===== src/rtl/add_share_arb_pkg.sv =====
// Shared types for the add_share_arb slice: operation tag and the
// round-robin pointer advance used by the arbiter.
package add_share_pkg;

  localparam int unsigned MAX_NREQ = 8;
  localparam int unsigned IDX_W    = $clog2(MAX_NREQ);

  typedef logic [IDX_W-1:0] idx_t;

  typedef struct packed {
    logic valid;
    idx_t idx;
  } tag_t;

  // Pointer moves to the requester after the one just granted, wrapping at nreq.
  function automatic idx_t next_ptr(input idx_t g, input int unsigned nreq);
    if (32'(g) + 32'd1 >= nreq) return '0;
    return g + idx_t'(1);
  endfunction

endpackage


===== src/rtl/add_share_arb_if.sv =====
// Requester-facing operand and result handshakes of the shared adder.
interface add_share_arb_if #(
  parameter int unsigned NREQ = 2,
  parameter int unsigned W    = 2
);

  logic [NREQ-1:0]         req_valid;
  logic [NREQ-1:0]         req_ready;
  logic [NREQ*W-1:0]       req_a;
  logic [NREQ*W-1:0]       req_b;
  logic [NREQ-1:0]         rsp_valid;
  logic [NREQ-1:0]         rsp_ready;
  logic [NREQ*(W+1)-1:0]   rsp_sum;

  modport master (
    output req_valid, req_a, req_b, rsp_ready,
    input  req_ready, rsp_valid, rsp_sum
  );

  modport slave (
    input  req_valid, req_a, req_b, rsp_ready,
    output req_ready, rsp_valid, rsp_sum
  );

endinterface


===== src/rtl/add_share_arb_pipe.sv =====
// Pipelined unsigned adder: combinational W-bit add with full carry-out,
// followed by LAT register stages.
module add_pipe #(
  parameter int unsigned W   = 2,
  parameter int unsigned LAT = 1
) (
  input  logic         clock,
  input  logic         reset_n,
  input  logic [W-1:0] a,
  input  logic [W-1:0] b,
  output logic [W:0]   sum
);

  logic [W:0] st [LAT];

  always_ff @(posedge clock or negedge reset_n) begin
    if (!reset_n) begin
      for (int unsigned s = 0; s < LAT; s++) st[s] <= '0;
    end else begin
      st[0] <= {1'b0, a} + {1'b0, b};
      for (int unsigned s = 1; s < LAT; s++) st[s] <= st[s-1];
    end
  end

  assign sum = st[LAT-1];

endmodule


===== src/rtl/add_share_arb.sv =====
// Round-robin sharing of one pipelined adder among NREQ requesters; a tag
// pipe routes each sum back to the result slot of the requester that issued it.
module add_share_arb
  import add_share_pkg::*;
#(
  parameter int unsigned NREQ = 2,
  parameter int unsigned W    = 2,
  parameter int unsigned LAT  = 1
) (
  input  logic           clock,
  input  logic           reset_n,
  add_share_arb_if.slave bus,
  output logic           idle
);

  logic [NREQ-1:0] busy;
  logic [NREQ-1:0] rvld;
  logic [NREQ-1:0] elig;
  logic [NREQ-1:0] grant;
  idx_t            ptr;
  idx_t            gidx;
  logic            gvalid;
  int unsigned     arb_d;
  int unsigned     arb_best;

  logic [W-1:0]    a_sel;
  logic [W-1:0]    b_sel;
  logic [W:0]      sum_out;

  tag_t            tags [LAT];
  tag_t            tag_out;
  logic [W:0]      slot [NREQ];

  assign elig = bus.req_valid & ~busy;

  // Winner is the eligible requester at the smallest rotated distance from ptr.
  // Grants are held off while reset is asserted so req_ready reads 0 in reset.
  always_comb begin
    gvalid   = 1'b0;
    gidx     = '0;
    arb_d    = 0;
    arb_best = NREQ;
    for (int unsigned i = 0; i < NREQ; i++) begin
      arb_d = i + NREQ - 32'(ptr);
      if (arb_d >= NREQ) arb_d = arb_d - NREQ;
      if (reset_n && elig[i] && (arb_d < arb_best)) begin
        arb_best = arb_d;
        gidx     = idx_t'(i);
        gvalid   = 1'b1;
      end
    end
  end

  always_comb begin
    grant = '0;
    a_sel = '0;
    b_sel = '0;
    for (int unsigned i = 0; i < NREQ; i++) begin
      if (gvalid && (gidx == idx_t'(i))) begin
        grant[i] = 1'b1;
        a_sel    = bus.req_a[i*W +: W];
        b_sel    = bus.req_b[i*W +: W];
      end
    end
  end

  add_pipe #(
    .W   (W),
    .LAT (LAT)
  ) u_pipe (
    .clock   (clock),
    .reset_n (reset_n),
    .a       (a_sel),
    .b       (b_sel),
    .sum     (sum_out)
  );

  always_ff @(posedge clock or negedge reset_n) begin
    if (!reset_n) begin
      for (int unsigned s = 0; s < LAT; s++) tags[s] <= '0;
    end else begin
      tags[0] <= '{valid: gvalid, idx: gidx};
      for (int unsigned s = 1; s < LAT; s++) tags[s] <= tags[s-1];
    end
  end

  assign tag_out = tags[LAT-1];

  // A requester never has a grant and a completing result in the same cycle,
  // so the set/clear priorities below never actually compete.
  always_ff @(posedge clock or negedge reset_n) begin
    if (!reset_n) begin
      busy <= '0;
      rvld <= '0;
      ptr  <= '0;
      for (int unsigned i = 0; i < NREQ; i++) slot[i] <= '0;
    end else begin
      if (gvalid) ptr <= next_ptr(gidx, NREQ);
      for (int unsigned i = 0; i < NREQ; i++) begin
        if (grant[i])
          busy[i] <= 1'b1;
        else if (rvld[i] && bus.rsp_ready[i])
          busy[i] <= 1'b0;

        if (tag_out.valid && (tag_out.idx == idx_t'(i))) begin
          slot[i] <= sum_out;
          rvld[i] <= 1'b1;
        end else if (rvld[i] && bus.rsp_ready[i]) begin
          rvld[i] <= 1'b0;
        end
      end
    end
  end

  assign bus.req_ready = grant;
  assign bus.rsp_valid = rvld;
  assign idle          = ~|busy;

  always_comb begin
    bus.rsp_sum = '0;
    for (int unsigned i = 0; i < NREQ; i++) bus.rsp_sum[i*(W+1) +: W+1] = slot[i];
  end

endmodule


===== src/flat_wrapper.sv =====
// flat-port wrapper written by rule: the top's interface ports become plain ports
module add_share_arb_flat import add_share_pkg::*;
#(
  parameter int unsigned NREQ = 2,
  parameter int unsigned W    = 2,
  parameter int unsigned LAT  = 1
)
  (clock, reset_n, idle, bus_req_valid, bus_req_a, bus_req_b, bus_rsp_ready, bus_req_ready, bus_rsp_valid, bus_rsp_sum);
  add_share_arb_if #(.NREQ(NREQ), .W(W)) bus_i ();
  input  logic clock;
  input  logic reset_n;
  output logic idle;
  input wire logic [$bits(bus_i.req_valid)-1:0] bus_req_valid;
  input wire logic [$bits(bus_i.req_a)-1:0] bus_req_a;
  input wire logic [$bits(bus_i.req_b)-1:0] bus_req_b;
  input wire logic [$bits(bus_i.rsp_ready)-1:0] bus_rsp_ready;
  output wire logic [$bits(bus_i.req_ready)-1:0] bus_req_ready;
  output wire logic [$bits(bus_i.rsp_valid)-1:0] bus_rsp_valid;
  output wire logic [$bits(bus_i.rsp_sum)-1:0] bus_rsp_sum;
  assign bus_i.req_valid = bus_req_valid;
  assign bus_i.req_a = bus_req_a;
  assign bus_i.req_b = bus_req_b;
  assign bus_i.rsp_ready = bus_rsp_ready;
  assign bus_req_ready = bus_i.req_ready;
  assign bus_rsp_valid = bus_i.rsp_valid;
  assign bus_rsp_sum = bus_i.rsp_sum;
  add_share_arb #(.NREQ(NREQ), .W(W), .LAT(LAT)) u_core (.clock(clock), .reset_n(reset_n), .bus(bus_i), .idle(idle));
endmodule

===== config.mk =====
export PLATFORM = sky130hd
export DESIGN_NAME = add_share_arb_flat
export DESIGN_NICKNAME = d
export VERILOG_FILES = /design/src/rtl/add_share_arb_pkg.sv /design/src/rtl/add_share_arb_if.sv /design/src/rtl/add_share_arb_pipe.sv /design/src/rtl/add_share_arb.sv /design/src/flat_wrapper.sv
export SDC_FILE = /design/constraint.sdc
export NUM_CORES = 1
export LEC_CHECK = 0
export BUFFER_PORTS_ARGS = -buffer_cell sky130_fd_sc_hd__buf_2
export CAP_MARGIN = 20
export CORE_MARGIN = 5
export CORE_UTILIZATION = 25
export CTS_CLUSTER_SIZE = 30
export DETAILED_ROUTE_END_ITERATION = 16
export SYNTH_ARGS = -nofsm -noshare
export SYNTH_HDL_FRONTEND = slang
export SYNTH_SLANG_ARGS = --single-unit

===== constraint.sdc =====
create_clock -name clock -period 2.35 [get_ports clock]
set_input_delay 0.47 -clock clock [delete_from_list [all_inputs] [get_ports clock]]
set_output_delay 0.47 -clock clock [all_outputs]
set_load 0.02 [all_outputs]

; After elaboration in Yosys (flattened, before gate mapping)
; Index checks and enable logic that the tools add are counted.
[classes]
div = 0
n_mul = 0
n_bitwise = 2
add_sub_neg = 7
mux = 22
n_lt_le_gt_ge = 5
n_eq_ne = 2
n_reduce_logical = 18
shift = 0
[ops]
columns = op, n
row1 = ">= comparator 32 x 2 -> 1 bit, second input constant", 3
row2 = 2-to-1 mux 32 bit, 3
row3 = "subtractor 32 x 2 -> 32 bit, second input constant", 2
row4 = "less-than comparator 32 x 2 -> 1 bit, second input constant", 1
row5 = less-than comparator 32 bit, 1
row6 = 2-to-1 mux 1 bit, 13
row7 = logical AND 1 bit, 10
row8 = 2-to-1 mux 2 bit, 4
row9 = nonzero test 2 bit, 4
row10 = "subtractor 2 x 3 -> 4 bit, first input constant", 2
row11 = logical NOT 3 bit, 2
row12 = 2-to-1 mux 3 bit, 2
row13 = "adder 1 x 1 -> 2 bit, second input constant", 2
row14 = adder 2 x 2 -> 3 bit, 1
row15 = AND 2 bit, 1
row16 = "equality test 1 bit, second input constant", 2
row17 = NOT 2 bit, 1
row18 = OR reduction 2 bit, 1
row19 = logical NOT 1 bit, 1
[totals]
ff_bits = 18
word_cells = 66
latch_bits = 0
mem_bits_rw = 0
output_inout_bits = 11
mem_count = 0
romBits = 0

; Logic depth before layout (Yosys ltp)
[depth]
word_depth = 14
ltp_mapped = 10

; Cells and area by module
; Synthesis repeated with hierarchy kept, for this count alone.
[hier_totals]
cells_unflattened = 79
hier_area_um2 = 849.6
[modules_own_cells]
columns = mod, instances, area_per_inst_um2, cells_each
row1 = add_share_arb, 1, 723.2, 69
row2 = add_pipe, 1, 126.4, 10

; Worst setup path before layout
; No wires, ideal clock.
[synth_path]
path_kind = input-to-reg
start = input reset_n
end = register u_core.u_pipe.st (netlist bit u_core.u_pipe.sum[1])
path_slack_ps = 241
setup_ps = 136
cell_stages = 8
path_buffers = 1
arrival_ps = 1973
cell_sequence = nand3b_4 clkinv_2 ha_1 a31o_1 buf_6 mux2i_1 ha_1 fa_1
[synth_between]
elab_chain_cells = 11
elab_cells_between_ends = 18
classes_between = add/sub (1) / order compare (1) / eq/ne (1) / mux (8) / reduce/logical (7)
[synth_lines]
columns = element, line_no
row1 = "start, declared", flat_wrapper.sv:11  ; input logic reset_n;
row2 = logical AND 1 bit (2 in a row), add_share_arb.sv:46  ; if (reset_n && elig[i] && (arb_d < arb_best)) begin
row3 = 2-to-1 mux 32 bit, add_share_arb.sv:46
row4 = less-than comparator 32 bit, add_share_arb.sv:46
row5 = logical AND 1 bit, add_share_arb.sv:46
row6 = 2-to-1 mux 1 bit, add_share_arb.sv:46
row7 = logical NOT 3 bit, add_share_arb.sv:59  ; if (gvalid && (gidx == idx_t'(i))) begin
row8 = logical AND 1 bit, add_share_arb.sv:59
row9 = 2-to-1 mux 2 bit (2 in a row), add_share_arb.sv:59
row10 = adder 2 x 2 -> 3 bit *, add_share_arb_pipe.sv:20  ; st[0] <= {1'b0, a} + {1'b0, b};
row11 = "end, declared", add_share_arb_pipe.sv:14  ; logic [W:0] st [LAT];
; Mark *: on every way between the ends. The rest lies on a longest branch, timed or not.
; A chain may end at the register's enable or synchronous reset.

; Final worst setup path
[layout_path]
start = register u_core.busy[0]
end = output bus_req_ready[1]
[layout_between]
elab_chain_cells = 11
elab_cells_between_ends = 13
classes_between = order compare (1) / eq/ne (1) / mux (5) / bitwise (2) / reduce/logical (4)
[layout_lines]
columns = element, line_no
row1 = "start, declared", add_share_arb.sv:16  ; logic [NREQ-1:0] busy;
row2 = "start signal, assigned", add_share_arb.sv:93  ; busy <= '0;
row3 = "start signal, assigned by index", add_share_arb.sv:101  ; busy[i] <= 1'b1;
row4 = "start signal, assigned by index", add_share_arb.sv:103  ; busy[i] <= 1'b0;
row5 = NOT 2 bit *, add_share_arb.sv:34  ; assign elig = bus.req_valid & ~busy;
row6 = AND 2 bit *, add_share_arb.sv:34
row7 = logical AND 1 bit * (2 in a row), add_share_arb.sv:46
row8 = 2-to-1 mux 32 bit, add_share_arb.sv:46
row9 = less-than comparator 32 bit, add_share_arb.sv:46
row10 = logical AND 1 bit, add_share_arb.sv:46
row11 = 2-to-1 mux 1 bit, add_share_arb.sv:46
row12 = equality test 1 bit, add_share_arb.sv:59
row13 = logical AND 1 bit *, add_share_arb.sv:59
row14 = 2-to-1 mux 1 bit *, add_share_arb.sv:59
row15 = "end, declared", flat_wrapper.sv:17  ; output wire logic [$bits(bus_i.req_ready)-1:0] bus_req_ready;
; Marks and branches as above.

==> metrics <==
dpl hpwl=1270 µm; Synth Area per Inst=11.4 µm²; reg2reg start=u_core.busy[0]; Cell variety after synth=21; Pwr Density=758 mW/mm²; maximum VDD drop=162 µV; endpoint class of the critical path=output port; final instance area=0.00105 mm²; most instantiated library cell after synthesis=dfrtp_1; Final Instance Count excl. Fillers=149; Die Height=65.8 µm; Synth Flop Type=dfrtp_1; core footprint=~0.0030 mm²; H-tree depth=1; worst-path cell chain=nand3b_4, inv_4, buf_4, nand2_1, a31o_2, buf_4, inv_1, buf_2; GRT Overall Usage=under 10%; LEAKAGE=~0.63 nW; post-synthesis sequential area ratio=51.5%; busiest grt layer=met2; M2 GR Usage=11.3%; DP Area=~980 µm²; startpoint types=flop; GPL Wtd Cong=0.712; Power Total=0.000799 W; area delta synth->final=35.6%; hold crit path type=input port to asynchronous set/reset pin; Max clock buf depth=2; skew final=0.843 ps; final setup fails=0; Final ANT Viol Nets=0; Buf+Inv Stages, Crit Path=5; DIE WIDTH=approximately 66 µm; ys async rst share=100%; Post-Syn Area=777 µm²; synthesized instance count=68; pin count of the biggest net entering global routing=13; total number of vias=574; Reg clk slew, reported paths=80 ps; outcome=finished, final reports clean; Crit path top cell by count=buf_4; Final #Nets=126; CP max stage delay=390 ps; Crit path max-delay family=buffers and inverters; initial antenna violation count=0; Max Freq=0.449 GHz; worst skew pair latency=270 ps; Synth Warn #=0; root buf cell=clkbuf_4; Slew Limit Fails=0; layout cells sized above 1=a little over two fifths; GRT overflow=0; post-synth top area cell=dfrtp_1; Hold WS=138 ps; Synth top area share=51.5%; CTS Buf Count=3; Arr. time, crit path=1760 ps; # fillers=303; # port buffers=24; die area=0.00432 mm²; DRC Markers=0; max-cap viol count=0; drt pass-1 iters=4; Final Critical Period=~2200 ps; Synth area leaders=dfrtp_1, mux2_2, ha_1, nand2_1, mux2i_1; Final Hold Vio Count=0; CTS Sinks=16; met3 GRT Util=under 10%; critical path class=flop to output port; I/O pins=25; Initial DRC Count=16; list of most frequent post-synthesis cells=dfrtp_1, nand2_1, inv_1; Slowest cell on crit path=dfrtp_1; average wire per cell in the routed design=10.4 µm; CTS tree=built; post-route setup slack=123 ps; final WL=roughly 1600 µm; antenna diode count=0; Rows=20; GR Util met1=slightly above 9%; CP Max Fanout=6; Starting Density=about a quarter; CP Data Required Time=1880 ps; first-pass GRT wire length=2440 µm; Tcrit/Tclk final=between 90% and 100%; via density per instance=3.85; pre-CTS setup slack=62.0 ps; post-synthesis register bit count=16; vias in the first global route=556; EDFF count, synth=0; placed cells=142; Critical path origin=u_core.busy[0]
-- cells in the final DEF (no fill, tap or decap), types with 3 or more instances in the layout --
cell type,instances
inv_1,8
conb_1,5
buf_2,23
mux2i_1,4
mux2_2,6
buf_4,8
nand2_1,12
o21ai_0,3
clkbuf_4,3
dfrtp_1,16
ha_1,3
-- final cells by class --
class / count / area, µm² / area share [%]
Inverter: 9 / 36.3 / 3.44
Multi-Input combinational cell: 45 / 354 / 33.6
Clock buffer: 3 / 22.5 / 2.14
Timing Repair Buffer: 32 / 185 / 17.6
Tap cell: 44 / 55.1 / 5.23
Sequential cell: 16 / 400 / 38.0
-- worst reg2reg max path, delay by kind of cell (launching register included) --
kind,cells,cell delay [ps]
simple gates,2,230
compound gates,1,290
fa+ha+maj,2,640
flops,1,390
mux,1,130
buf+inv,2,200
-- power breakdown --
part	internal (W)	switching, W	total (W)
sequential	0.000342	0.0000372	0.000379
clock	0.0000593	0.0000762	0.000135
combinational	0.000138	0.000146	0.000284
total	0.000539	0.000260	0.000799
-- cell families after synthesis --
kind of cell    Yosys count  synth area share (%)
other cells               2                 0.967
flops                    16                  51.5
compound gates            8                  6.60
fa+ha+maj                 5                  9.02
simple gates             17                  12.1
mux                      10                  13.8
buf+inv                  10                  5.96
-- what timing repair did --
| action | in CTS | in global routing |
|---|---|---|
| buffers inserted | 0 | 3 |
| resized for setup | 0 | 4 |
| hold buffers | 1 | 0 |
| endpoints found under the hold margin | 1 | 0 |
| endpoints found under the setup margin | 0 | 2 |
-- stage by stage --
step                      util, %  setup TNS [ps]
after global routing         34.8          -0.852
final                        34.8               0
after detailed placement     32.4               0
after CTS                    33.5               0
after floorplan                 -               0
after global placement       32.4               0
-- registers in the layout, summed over array words and instances (netlist names) --
name,flops
u_core.busy,2
u_core.bus.rsp_valid,2
u_core.u_pipe.sum,3
u_core.bus.rsp_sum,6
u_core.tag_out,2
u_core.ptr,1
-- final timing paths --
path / endpoint / slack (ps) / cells past startpoint
max: bus_req_ready[1] / 120 / 8
min: u_core.ptr[0] / 140 / 2
max reg2reg: u_core.u_pipe.sum[1] / 330 / 8
min reg2reg: u_core.bus.rsp_sum[1] / 500 / 1
max in group asynchronous: u_core.busy[0] / 1680 / 2
min in group clock: u_core.bus.rsp_valid[1] / 390 / 2
-- metal layers --
metal,share of wire [%],vias up
met5,0,-
met4,0.52,0
met3,6.3,2
met2,48,17
met1,45,265
li1,-,290
(Power assumes the default switching activity.)
